[src/rtl/fifo_write_arbiter.sv]
// fifo_write_arbiter
//   Round-robin arbiter that lets several packet sources share the write side
//   of one FIFO. A requester wins ownership for a burst that ends on its
//   'last' word, after MAX_BURST accepted words, or as soon as it drops req.
//   The releasing requester gets lowest priority for the next arbitration.
//
//   Optional feature: define FIFO_WRITE_ARBITER_STATS_EN to add stat_words,
//   per-requester 16-bit saturating counts of accepted words.
//
// Ports
//   write_clk      sole clock (FIFO write clock)
//   write_rst_n    synchronous active-low reset; also gates the write path
//   req/last/data  per-requester word-valid, end-of-packet, packed data
//   grant          registered one-hot owner indication
//   ack            per-requester word accepted this cycle
//   fifo_writable  FIFO has space
//   fifo_we        FIFO write enable
//   fifo_din       FIFO write data
//   stat_words     (stats build only) 16 bits per requester
//
// state | meaning
// ------+------------------------------------------------------------
// IDLE  | no owner; arbitrate among req, no word accepted
// BURST | owner holds the FIFO; words accepted when req & writable

module fifo_write_arbiter #(
    parameter int NUM_REQ   = 4,
    parameter int WIDTH     = 32,
    parameter int MAX_BURST = 8
) (
    input  logic                     write_clk,
    input  logic                     write_rst_n,
    input  logic [NUM_REQ-1:0]       req,
    input  logic [NUM_REQ-1:0]       last,
    input  logic [NUM_REQ*WIDTH-1:0] data,
    output logic [NUM_REQ-1:0]       grant,
    output logic [NUM_REQ-1:0]       ack,
    input  logic                     fifo_writable,
    output logic                     fifo_we,
    output logic [WIDTH-1:0]         fifo_din
`ifdef FIFO_WRITE_ARBITER_STATS_EN
    ,
    output logic [NUM_REQ*16-1:0]    stat_words
`endif
);

    localparam int            IDX_W    = $clog2(NUM_REQ);
    localparam logic [7:0]    BEAT_MAX = 8'(MAX_BURST);
    localparam logic [IDX_W-1:0] LAST_IDX = IDX_W'(NUM_REQ - 1);

    typedef enum logic {
        IDLE  = 1'b0,
        BURST = 1'b1
    } state_t;

    state_t             state_q,  state_d;
    logic [IDX_W-1:0]   owner_q,  owner_d;
    logic [IDX_W-1:0]   rr_ptr_q, rr_ptr_d;
    logic [7:0]         beats_q,  beats_d;
    logic [NUM_REQ-1:0] grant_q,  grant_d;

    logic               owner_req;
    logic               owner_last;
    logic [WIDTH-1:0]   owner_data;
    logic               pick_valid;
    logic [IDX_W-1:0]   pick_idx;
    logic               accept;
    logic               release_burst;

    // Mux the owner's request, last flag and data slice.
    always_comb begin
        owner_req  = 1'b0;
        owner_last = 1'b0;
        owner_data = '0;
        for (int i = 0; i < NUM_REQ; i++) begin
            if (owner_q == IDX_W'(i)) begin
                owner_req  = req[i];
                owner_last = last[i];
                owner_data = data[i*WIDTH +: WIDTH];
            end
        end
    end

    // First set req at or after rr_ptr, wrapping modulo NUM_REQ.
    always_comb begin
        int idx;
        idx        = 0;
        pick_valid = 1'b0;
        pick_idx   = '0;
        for (int k = 0; k < NUM_REQ; k++) begin
            idx = int'(rr_ptr_q) + k;
            if (idx >= NUM_REQ) begin
                idx = idx - NUM_REQ;
            end
            if (!pick_valid && req[idx]) begin
                pick_valid = 1'b1;
                pick_idx   = IDX_W'(idx);
            end
        end
    end

    // Write path is combinational on the owner and gated by reset so a
    // mid-burst reset stops writes in the same cycle.
    assign accept   = write_rst_n && (state_q == BURST) && owner_req && fifo_writable;
    assign fifo_we  = accept;
    assign fifo_din = (write_rst_n && (state_q == BURST)) ? owner_data : '0;
    assign grant    = grant_q;

    always_comb begin
        ack = '0;
        for (int i = 0; i < NUM_REQ; i++) begin
            ack[i] = accept && (owner_q == IDX_W'(i));
        end
    end

    always_comb begin
        state_d       = state_q;
        owner_d       = owner_q;
        rr_ptr_d      = rr_ptr_q;
        beats_d       = beats_q;
        grant_d       = grant_q;
        release_burst = 1'b0;
        case (state_q)
            IDLE: begin
                grant_d = '0;
                if (pick_valid) begin
                    state_d = BURST;
                    owner_d = pick_idx;
                    beats_d = '0;
                    grant_d = {{(NUM_REQ-1){1'b0}}, 1'b1} << pick_idx;
                end
            end
            BURST: begin
                if (!owner_req) begin
                    release_burst = 1'b1;
                end else if (accept) begin
                    beats_d = beats_q + 8'd1;
                    if (owner_last || (beats_q + 8'd1 == BEAT_MAX)) begin
                        release_burst = 1'b1;
                    end
                end
                if (release_burst) begin
                    state_d  = IDLE;
                    grant_d  = '0;
                    rr_ptr_d = (owner_q == LAST_IDX) ? '0 : owner_q + IDX_W'(1);
                end
            end
            default: begin
                state_d = IDLE;
                grant_d = '0;
            end
        endcase
    end

    always_ff @(posedge write_clk) begin
        if (!write_rst_n) begin
            state_q  <= IDLE;
            owner_q  <= '0;
            rr_ptr_q <= '0;
            beats_q  <= '0;
            grant_q  <= '0;
        end else begin
            state_q  <= state_d;
            owner_q  <= owner_d;
            rr_ptr_q <= rr_ptr_d;
            beats_q  <= beats_d;
            grant_q  <= grant_d;
        end
    end

`ifdef FIFO_WRITE_ARBITER_STATS_EN
    logic [15:0] stat_q [NUM_REQ];
    logic [15:0] stat_d [NUM_REQ];

    always_comb begin
        for (int i = 0; i < NUM_REQ; i++) begin
            stat_d[i] = stat_q[i];
            if (ack[i] && (stat_q[i] != 16'hFFFF)) begin
                stat_d[i] = stat_q[i] + 16'd1;
            end
        end
    end

    always_ff @(posedge write_clk) begin
        for (int i = 0; i < NUM_REQ; i++) begin
            if (!write_rst_n) begin
                stat_q[i] <= '0;
            end else begin
                stat_q[i] <= stat_d[i];
            end
        end
    end

    always_comb begin
        stat_words = '0;
        for (int i = 0; i < NUM_REQ; i++) begin
            stat_words[i*16 +: 16] = stat_q[i];
        end
    end
`endif

endmodule

[config.mk]
export PLATFORM = sky130hd
export DESIGN_NAME = fifo_write_arbiter
export DESIGN_NICKNAME = d
export VERILOG_FILES = /design/src/rtl/fifo_write_arbiter.sv
export SDC_FILE = /design/constraint.sdc
export NUM_CORES = 1
export LEC_CHECK = 0
export ABC_CLOCK_PERIOD_IN_PS = 3900
export CORE_UTILIZATION = 35
export CTS_CLUSTER_SIZE = 10
export DETAILED_ROUTE_END_ITERATION = 8
export PLACE_DENSITY = 0.94
export SYNTH_ARGS = -nofsm -noshare
export SYNTH_HDL_FRONTEND = slang
export SYNTH_SLANG_ARGS = --single-unit
[constraint.sdc]
create_clock -name write_clk -period 3.9 [get_ports write_clk]
set_clock_uncertainty 0.2 [all_clocks]
set_input_delay 0.78 -clock write_clk [delete_from_list [all_inputs] [get_ports write_clk]]
set_output_delay 0.78 -clock write_clk [all_outputs]
set_load 0.03 [all_outputs]
# After elaboration in Yosys (flattened, before gate mapping)
# Cells that the tools add are included.
# totals
ff_bits	17
inputBits	139
output_inout_bits	41
wordCells	102
# classes
n_addsub	9
n_lt_le_gt_ge	8
n_eq_ne	8
n_shift	1
mux	52
bitwise_logic	1
reduce_logical	18
# ops
cell	n
$mux 32	9
$lt 32x4->1 const B	4
$mux 1	26
$mux 8	3
$pmux 8 s2	1
$sub 3x3->4 const B	3
$logic_and 1x1->1	10
$mux 2	5
$ge 3x3->1 const B	3
$add 8x1->8 const B	1
$bmux 1 s2	4
$eq 8x4->1 const B	1
$mux 4	2
$pmux 4 s2	1
$add 2x2->3 const B	2
$ne 2x1->1 const B	3
$eq 2x2->1 const B	2
$reduce_and 2->1	2
$shl 1x2->4 const A	1
$sub 2x3->4 const B	1
$add 2x1->3 const B	1
$ge 2x3->1 const B	1
$logic_not 1->1	3
$reduce_and 3->1	1
other kinds (7)	7

# Logic depth before layout (Yosys ltp)
# Gate-level depths: netlist (run 1).
# depth
word_depth	18
ltp_mapped	9
mapped_depth_nobuf	9

# Least setup slack after synthesis (run 1)
# No wires, ideal clock.
# synth_timing
kind	input-to-output
start	in req[0]
end	out ack[0]
arrival_ps	1992
t_required_ps	2920
setup_slack_ps	928
cell_stages	6
path_buffers	1
cell_sequence	nand2_1 > o21ai_0 > nand4_1 > inv_1 > buf_2 > and2_1
# synth_between
elab_chain_cells	7
# synth_rtl
item	line_no	text
start, declared	33	input logic [NUM_REQ-1:0] req,
$mux 1 (4 in series)	76	if (owner_q == IDX_W'(i)) begin
$logic_and 1x1->1 (2 in series)	104	assign accept = write_rst_n && (state_q == BURST) && owner_req && fifo_writable;
via fifo_we	39	output logic fifo_we,
$logic_and 1x1->1	112	ack[i] = accept && (owner_q == IDX_W'(i));
end, declared	37	output logic [NUM_REQ-1:0] ack,
# The timed path passes the listed nets, and every way through them passes these cells.

# Worst setup path in the final report (run 1)
# layout_timing
start	reg owner_q[0]
end	out fifo_din[29]
# layout_between
elab_chain_cells	6
word_cells_on_any_way	9
classes_between	3 x eq/ne; 5 x mux; 1 x reduce/logical
# layout_rtl
item	line_no	text
start, declared	57	logic [IDX_W-1:0] owner_q, owner_d;
start signal, assigned	164	owner_q <= owner_d;
$logic_not 2->1	76	
$mux 32 (3 in series)	76	
$mux 32 *	76	
$mux 32 *	106	assign fifo_din = (write_rst_n && (state_q == BURST)) ? owner_data : '0;
end, declared	40	output logic [WIDTH-1:0] fifo_din
# Mark *: on every way between the ends. The rest lies on a longest branch, timed or not.

==> results of run 1 <==
-- state kept, by name, summed over array words and instances, names as in the netlist --
register / count
beats_q: 8
rr_ptr_q: 2
owner_q: 2
grant: 4
state_q: 1
-- power by group through the flow --
stage / combinational, W / sequential (W) / clock [W]
final: 0.000615 / 0.000194 / 0.000136
after global routing: 0.000665 / 0.000196 / 0.000143
after CTS: 0.000614 / 0.000194 / 0.000138
after detailed placement: 0.000610 / 0.000198 / 0
after global placement: 0.000600 / 0.000197 / 0
after floorplan: 0.000330 / 0.000201 / 0
-- area by class of cell --
type,instances,area [um^2],share of cell area
inverter,5,18.8,0.00472
timing repair buffer,188,1840,0.463
clock buffer,4,45.0,0.0113
tap,75,93.8,0.0236
sequential,17,340,0.0855
multi-input combinational,269,1640,0.412
-- worst max path at each step --
| stage | endpoint | depth (start not counted) | slack [ns] |
|---|---|---|---|
| final | fifo_din[29] | 7 | 0.22 |
| after global routing | fifo_din[31] | 7 | 0.01 |
| after CTS | fifo_din[29] | 7 | 0.22 |
| after detailed placement | ack[2] | 7 | 0.48 |
| after global placement | fifo_din[29] | 6 | 0.49 |
| after floorplan | ack[0] | 6 | 0.93 |
-- per-stage QoR --
| stage | hold slack (ns) | cells | setup WS, ns | instance area [um^2] |
|---|---|---|---|---|
| after floorplan | 0.249 | 320 | 0.928 | 2120 |
| after global placement | 0.249 | 554 | 0.486 | 3940 |
| after detailed placement | 0.251 | 554 | 0.479 | 3940 |
| after CTS | 0.266 | 558 | 0.224 | 3980 |
| after global routing | 0.287 | 558 | 0.0131 | 3980 |
| final | 0.265 | 558 | 0.218 | 3980 |
-- worst reg2reg max path, delay by kind of cell, from the launching register on --
family / cells / cell delay (ns)
fa+ha+maj: 1 / 0.76
buf+inv: 3 / 0.55
simple gates: 2 / 0.48
compound gates: 3 / 0.42
flops: 1 / 0.36
-- cell usage in the layout (no fill, tap or decap), types with 5 or more instances in the layout --
cell               n
dfxtp_1           17
a21boi_0           6
nand2_1           13
nor3_1            32
clkdlybuf4s50_1  162
inv_1              5
and2_1             7
nor2_1            42
nor2b_1           34
nand3b_1           5
a221oi_1          32
o21ai_0            9
a21oi_1           45
buf_4             24
-- synthesized netlist by cell type (2+ instances only) --
master and number:
a21boi_0 6, nand4_1 2, nor2_1 42, nand2_1 13
nand3_1 4, and2_1 7, inv_1 5, o21ai_0 9
buf_2 2, dfxtp_1 17, nor2b_1 35, clkbuf_1 23
mux2i_1 3, and2_2 2, xnor2_1 2, nand3b_1 5
nor3_1 32, xor2_1 2, a221oi_1 32, a21oi_1 45
ha_1 6, o2bb2ai_1 4, nor3b_1 2
-- logic make-up after synthesis --
group,after synthesis,synth area share
buf+inv,34,0.0713
fa+ha+maj,6,0.0353
simple gates,151,0.368
mux,3,0.0141
xor+xnor,4,0.0165
flops,17,0.160
compound gates,105,0.335
-- metal layers --
metal  wire (um)  GRT usage  vias to the layer above
met5           0          0                        -
met4          68     0.0607                        0
met3         688     0.0491                        6
met2        4290      0.440                      152
met1        3470      0.301                     1447
li1            -          -                     1500
==> out/qor.csv, run 1 <==
metric,value,unit
dieHeight,79.9,um
critPathCaptureType,output pin,
holdBufCountCts,0,
hold_violations,0,
post_cts_resized,0,
cp_num_buf_inv,2,
synth_edf_count,0,
drive_gt1_frac,0.0787,
swShare,0.395,
syn_inst,320,
synth_area_leaders,"dfxtp_1, a221oi_1, a21oi_1, nor2b_1, nor3_1",
vias_per_cell,5.56,
initial_core_util,0.361,
worstPathArrival,2.70,ns
h-tree-depth,1,
crit_start,owner_q[0],
grt_pass1_vias,2745,
crit_type,reg -> out,
status,"complete, no violations",
num_io_pins,180,
rows,28,
finalSetupViolCount,0,
postSynth.asyncResetShare,0,
die_w,79.9,um
crit_path_start_kind,register,
nets,629,
synth_flop_cell,dfxtp_1,
holdPathEnd,grant[2],
cp_cell_sequence,"inv_1, ha_2, a221oi_1, nor3_1, a21oi_1, nor2_1, clkdlybuf4s50_1",
crit_fanout,52,
syn_to_final_growth,87.3,%
vias,3105,
slowest_delay,0.76,ns
drt-initial-drc-count,249,
p_comb_frac,0.651,
io_buffers,179,
ir_drop,0.240,mV
final_util,0.676,
dr.pass1.iters,6,
grt_pass1_wl,12.7,mm
synth_top_area_share,0.160,
required,2.92,ns
path_delay_family,buffers and inverters,
drt_wl_total,8.51,mm
finalSetupTns,0,ns
slew_viol_final,0,
power,0.000945,W
ys_seq_elements,17,
numCtsBuffers,3,
dieArea,0.00639,mm^2
ys_types,43,
powerDensity,238,mW/mm^2
rr_worst_depth,9,
antennaDiodeCount,0,
min_period_over_period,0.944,
netlist_area,0.00212,mm^2
drtAntennaViolNets,0,
cts_tree,built,
tightest_slew,0.876,ns
wire_per_inst,15.2,um
clk_latency,0.26,ns
cp_slowest_cell,ha_2,
antenna_found_initial,0,
reg2reg_slack,1.05,ns
power_switching,0.000373,W
fin_crit,3.68,ns
hp-start,grant[2],
cts.clk_slew.worst_paths,0.07,ns
globalRouteOverflowTotal,0,
rr_endpoint,beats_q[4],
leakage,1.47,nW
worstReg2RegStart,owner_q[0],
power.internal,0.000572,W
yosysSeqAreaShare,0.160,
fmax,0.272,GHz
sequentialPowerShare,0.205,
hold_path.class,reg -> reg,
routabilityCongestion,0.816,
grt_max_degree,60,
grt_setup_unrepaired,false,
slew_headroom,0.416,
syn_nets,465,
clk_path_buf_depth,2,
synth.avg_cell_area,6.64,um^2
track_usage,0.247,
yosys.area.top_type,dfxtp_1,
clk_root_buffer_cell,clkbuf_8,
clkSinkCount,17,
max_cap_viol_count,0,
yosysWarnings,0,
min_path_cells,1,
drc,0,
clock_power_share,0.144,
cts_setup_buffers,0,
coreArea,0.00589,mm^2
n_fill_cell,470,
hpwl,6.35,mm
Note: power is estimated with default switching activity, not from simulation.
==> inputs of run 2 (changes only) <==
CTS_BUF_LIST = sky130_fd_sc_hd__clkbuf_16   (was default)
==> run 2 against run 1 <==
  * Critical path depth stayed put
  * Clock-buffer cell count is 1 lower
  * Cell area grew 0.85%
  * Sequential share of layout area fell by 0.072 points
  * Routed wire length increased by 1.7%
  * Clock power is 52% higher
  * Sequential cell count is the same
  * Utilization up 0.57 points
  * Combinational power is essentially flat
  * Setup slack improved by 0.014 ns
  * Worst hold slack lost 0.0044 ns
  * Critical path type unchanged
  * Largest cell class unchanged
==> out/qor.csv, run 2 (synthesized netlist as in run 1, its figures left out) <==
metric,value,unit,change
fin_crit,3.67,ns,-0.0137 ns
cts.clk_slew.worst_paths,0.05,ns,-0.02 ns
worstPathArrival,2.69,ns,about the same
swShare,0.375,,-0.0198
post_cts_resized,0,,unchanged
power,0.00102,W,+7.7%
track_usage,0.251,,+0.00358
grt_pass1_wl,12.8,mm,+0.87%
max_cap_viol_count,0,,unchanged
min_path_cells,1,,unchanged
die_w,79.9,um,unchanged
final.setup.worst_slack,0.232,ns,+0.0137 ns
clk_latency,0.25,ns,about the same
wire_per_inst,15.5,um,+1.7%
grt_pass1_vias,2757,,+0.44%
finalSetupTns,0,ns,unchanged
h-tree-depth,1,,unchanged
vias_per_cell,5.52,,-0.87%
holdBufCountCts,0,,unchanged
cp_cell_sequence,"inv_1, ha_2, a221oi_1, nor3_1, a21oi_1, nor2_1, clkdlybuf4s50_1",,
final_common_cell,clkdlybuf4s50_1,,
hpwl,6.35,mm,unchanged
grt_max_degree,60,,unchanged
clock_power_share,0.204,,+0.060
worst-path-stages,7,,unchanged
powerDensity,254,mW/mm^2,+6.8%
routabilityCongestion,0.816,,unchanged
final_cell_mix,"clkdlybuf4s50_1, a21oi_1, nor2_1, nor2b_1",,
clkSinkCount,17,,unchanged
hold_ws,0.260,ns,-0.00437 ns
fmax,0.273,GHz,+0.37%
largest_register,beats_q,,
rr_worst_depth,9,,unchanged
numCtsBuffers,3,,unchanged
drt-initial-drc-count,283,,+14%
num_io_pins,180,,unchanged
ir_drop,0.245,mV,+1.9%
cp_num_buf_inv,2,,unchanged
slew_headroom,0.419,,+0.00336
largest_reg_flops,8,,unchanged
antenna_found_initial,0,,unchanged
crit_path_start_kind,register,,
n_fill_cell,463,,-1.5%
power_switching,0.000382,W,+2.3%
vias,3078,,-0.87%
dieHeight,79.9,um,unchanged
syn_to_final_growth,88.9,%,
clk_path_buf_depth,2,,unchanged
crit_type,reg -> out,,
drtAntennaViolNets,0,,unchanged
p_comb_frac,0.605,,-0.046
drive_gt1_frac,0.0787,,unchanged
nets,629,,unchanged
crit_fanout,52,,unchanged
finalSetupViolCount,0,,unchanged
drc,0,,unchanged
dr.pass1.iters,5,,-1
rows,28,,unchanged
hold_path.class,reg -> reg,,
clk_root_buffer_cell,clkbuf_16,,
drt_wl_total,8.65,mm,+1.7%
status,"complete, no violations",,
coreArea,0.00589,mm^2,unchanged
cp_slowest_cell,ha_2,,
dieArea,0.00639,mm^2,unchanged
required,2.92,ns,about the same
initial_core_util,0.361,,unchanged
min_period_over_period,0.941,,-0.00350
slowest_delay,0.76,ns,about the same
dp_slack,0.479,ns,unchanged
cts_setup_buffers,0,,unchanged
io_buffers,179,,unchanged
multi_input_area,0.00164,mm^2,unchanged
hold_violations,0,,unchanged
antennaDiodeCount,0,,unchanged
leakage,1.49,nW,+1.3%
cts_tree,built,,
path_delay_family,buffers and inverters,,
globalRouteOverflowTotal,0,,unchanged
slew_viol_final,0,,unchanged
tightest_slew,0.871,ns,-0.00504 ns
register_area,340,um^2,unchanged
critPathCaptureType,output pin,,
power.internal,0.000637,W,+11%
grt_setup_unrepaired,false,,
sequentialPowerShare,0.191,,-0.014
## run 2: cell types whose count changed in the layout (fill, tap and decap cells not counted)
cell       before  now
clkbuf_16       0    3
clkbuf_8        3    0
clkbuf_1        1    0
inv_1           5    6
## run 2: per-layer routing
metal	GRT usage	vias to the layer above	wire length [um]
met4	0.0643	0	110
met1	0.307	1418	3440
li1	-	1505	-
met2	0.442	145	4350
met3	0.0514	10	754
met5	0	-	0
## run 2: area by class of cell
cell class	count	area share
Multi-Input combinational cell	269	0.409
Clock buffer	3	0.0187
Inverter	5	0.00468
Clock inverter	1	0.000935
Sequential cell	17	0.0848
Timing Repair Buffer	188	0.459
Tap cell	75	0.0234
## run 2: worst paths after layout
| kind | startpoint | endpoint | slack, ns |
|---|---|---|---|
| worst max register to register | owner_q[0] | beats_q[4] | 1.01 |
| worst max-delay path | owner_q[0] | fifo_din[29] | 0.23 |
| worst min register to register | grant[2] | grant[2] | 0.26 |
| worst min-delay path | grant[2] | grant[2] | 0.26 |
## run 2: worst reg2reg max path: stages (launching register included)
cell	delay (ns)
dfxtp_1	0.35
inv_1	0.11
ha_2	0.76
buf_4	0.25
a21oi_1	0.08
nand4_1	0.11
inv_1	0.21
nor2_1	0.39
o21ai_0	0.15
a21boi_0	0.19
## run 2: power groups by stage
stage	combinational (W)	sequential, W	clock [W]
3_3_place_gp	0.000600	0.000197	0
5_1_grt	0.000666	0.000196	0.000213
3_5_place_dp	0.000610	0.000198	0
4_1_cts	0.000614	0.000194	0.000208
6_report	0.000616	0.000194	0.000207
2_1_floorplan	0.000330	0.000201	0
## run 2: per-stage QoR
step	cell area, um^2	utilization	std cells
2_1_floorplan	2120	-	320
6_report	4010	0.682	558
3_3_place_gp	3940	0.669	554
3_5_place_dp	3940	0.669	554
4_1_cts	4010	0.682	558
5_1_grt	4010	0.682	558
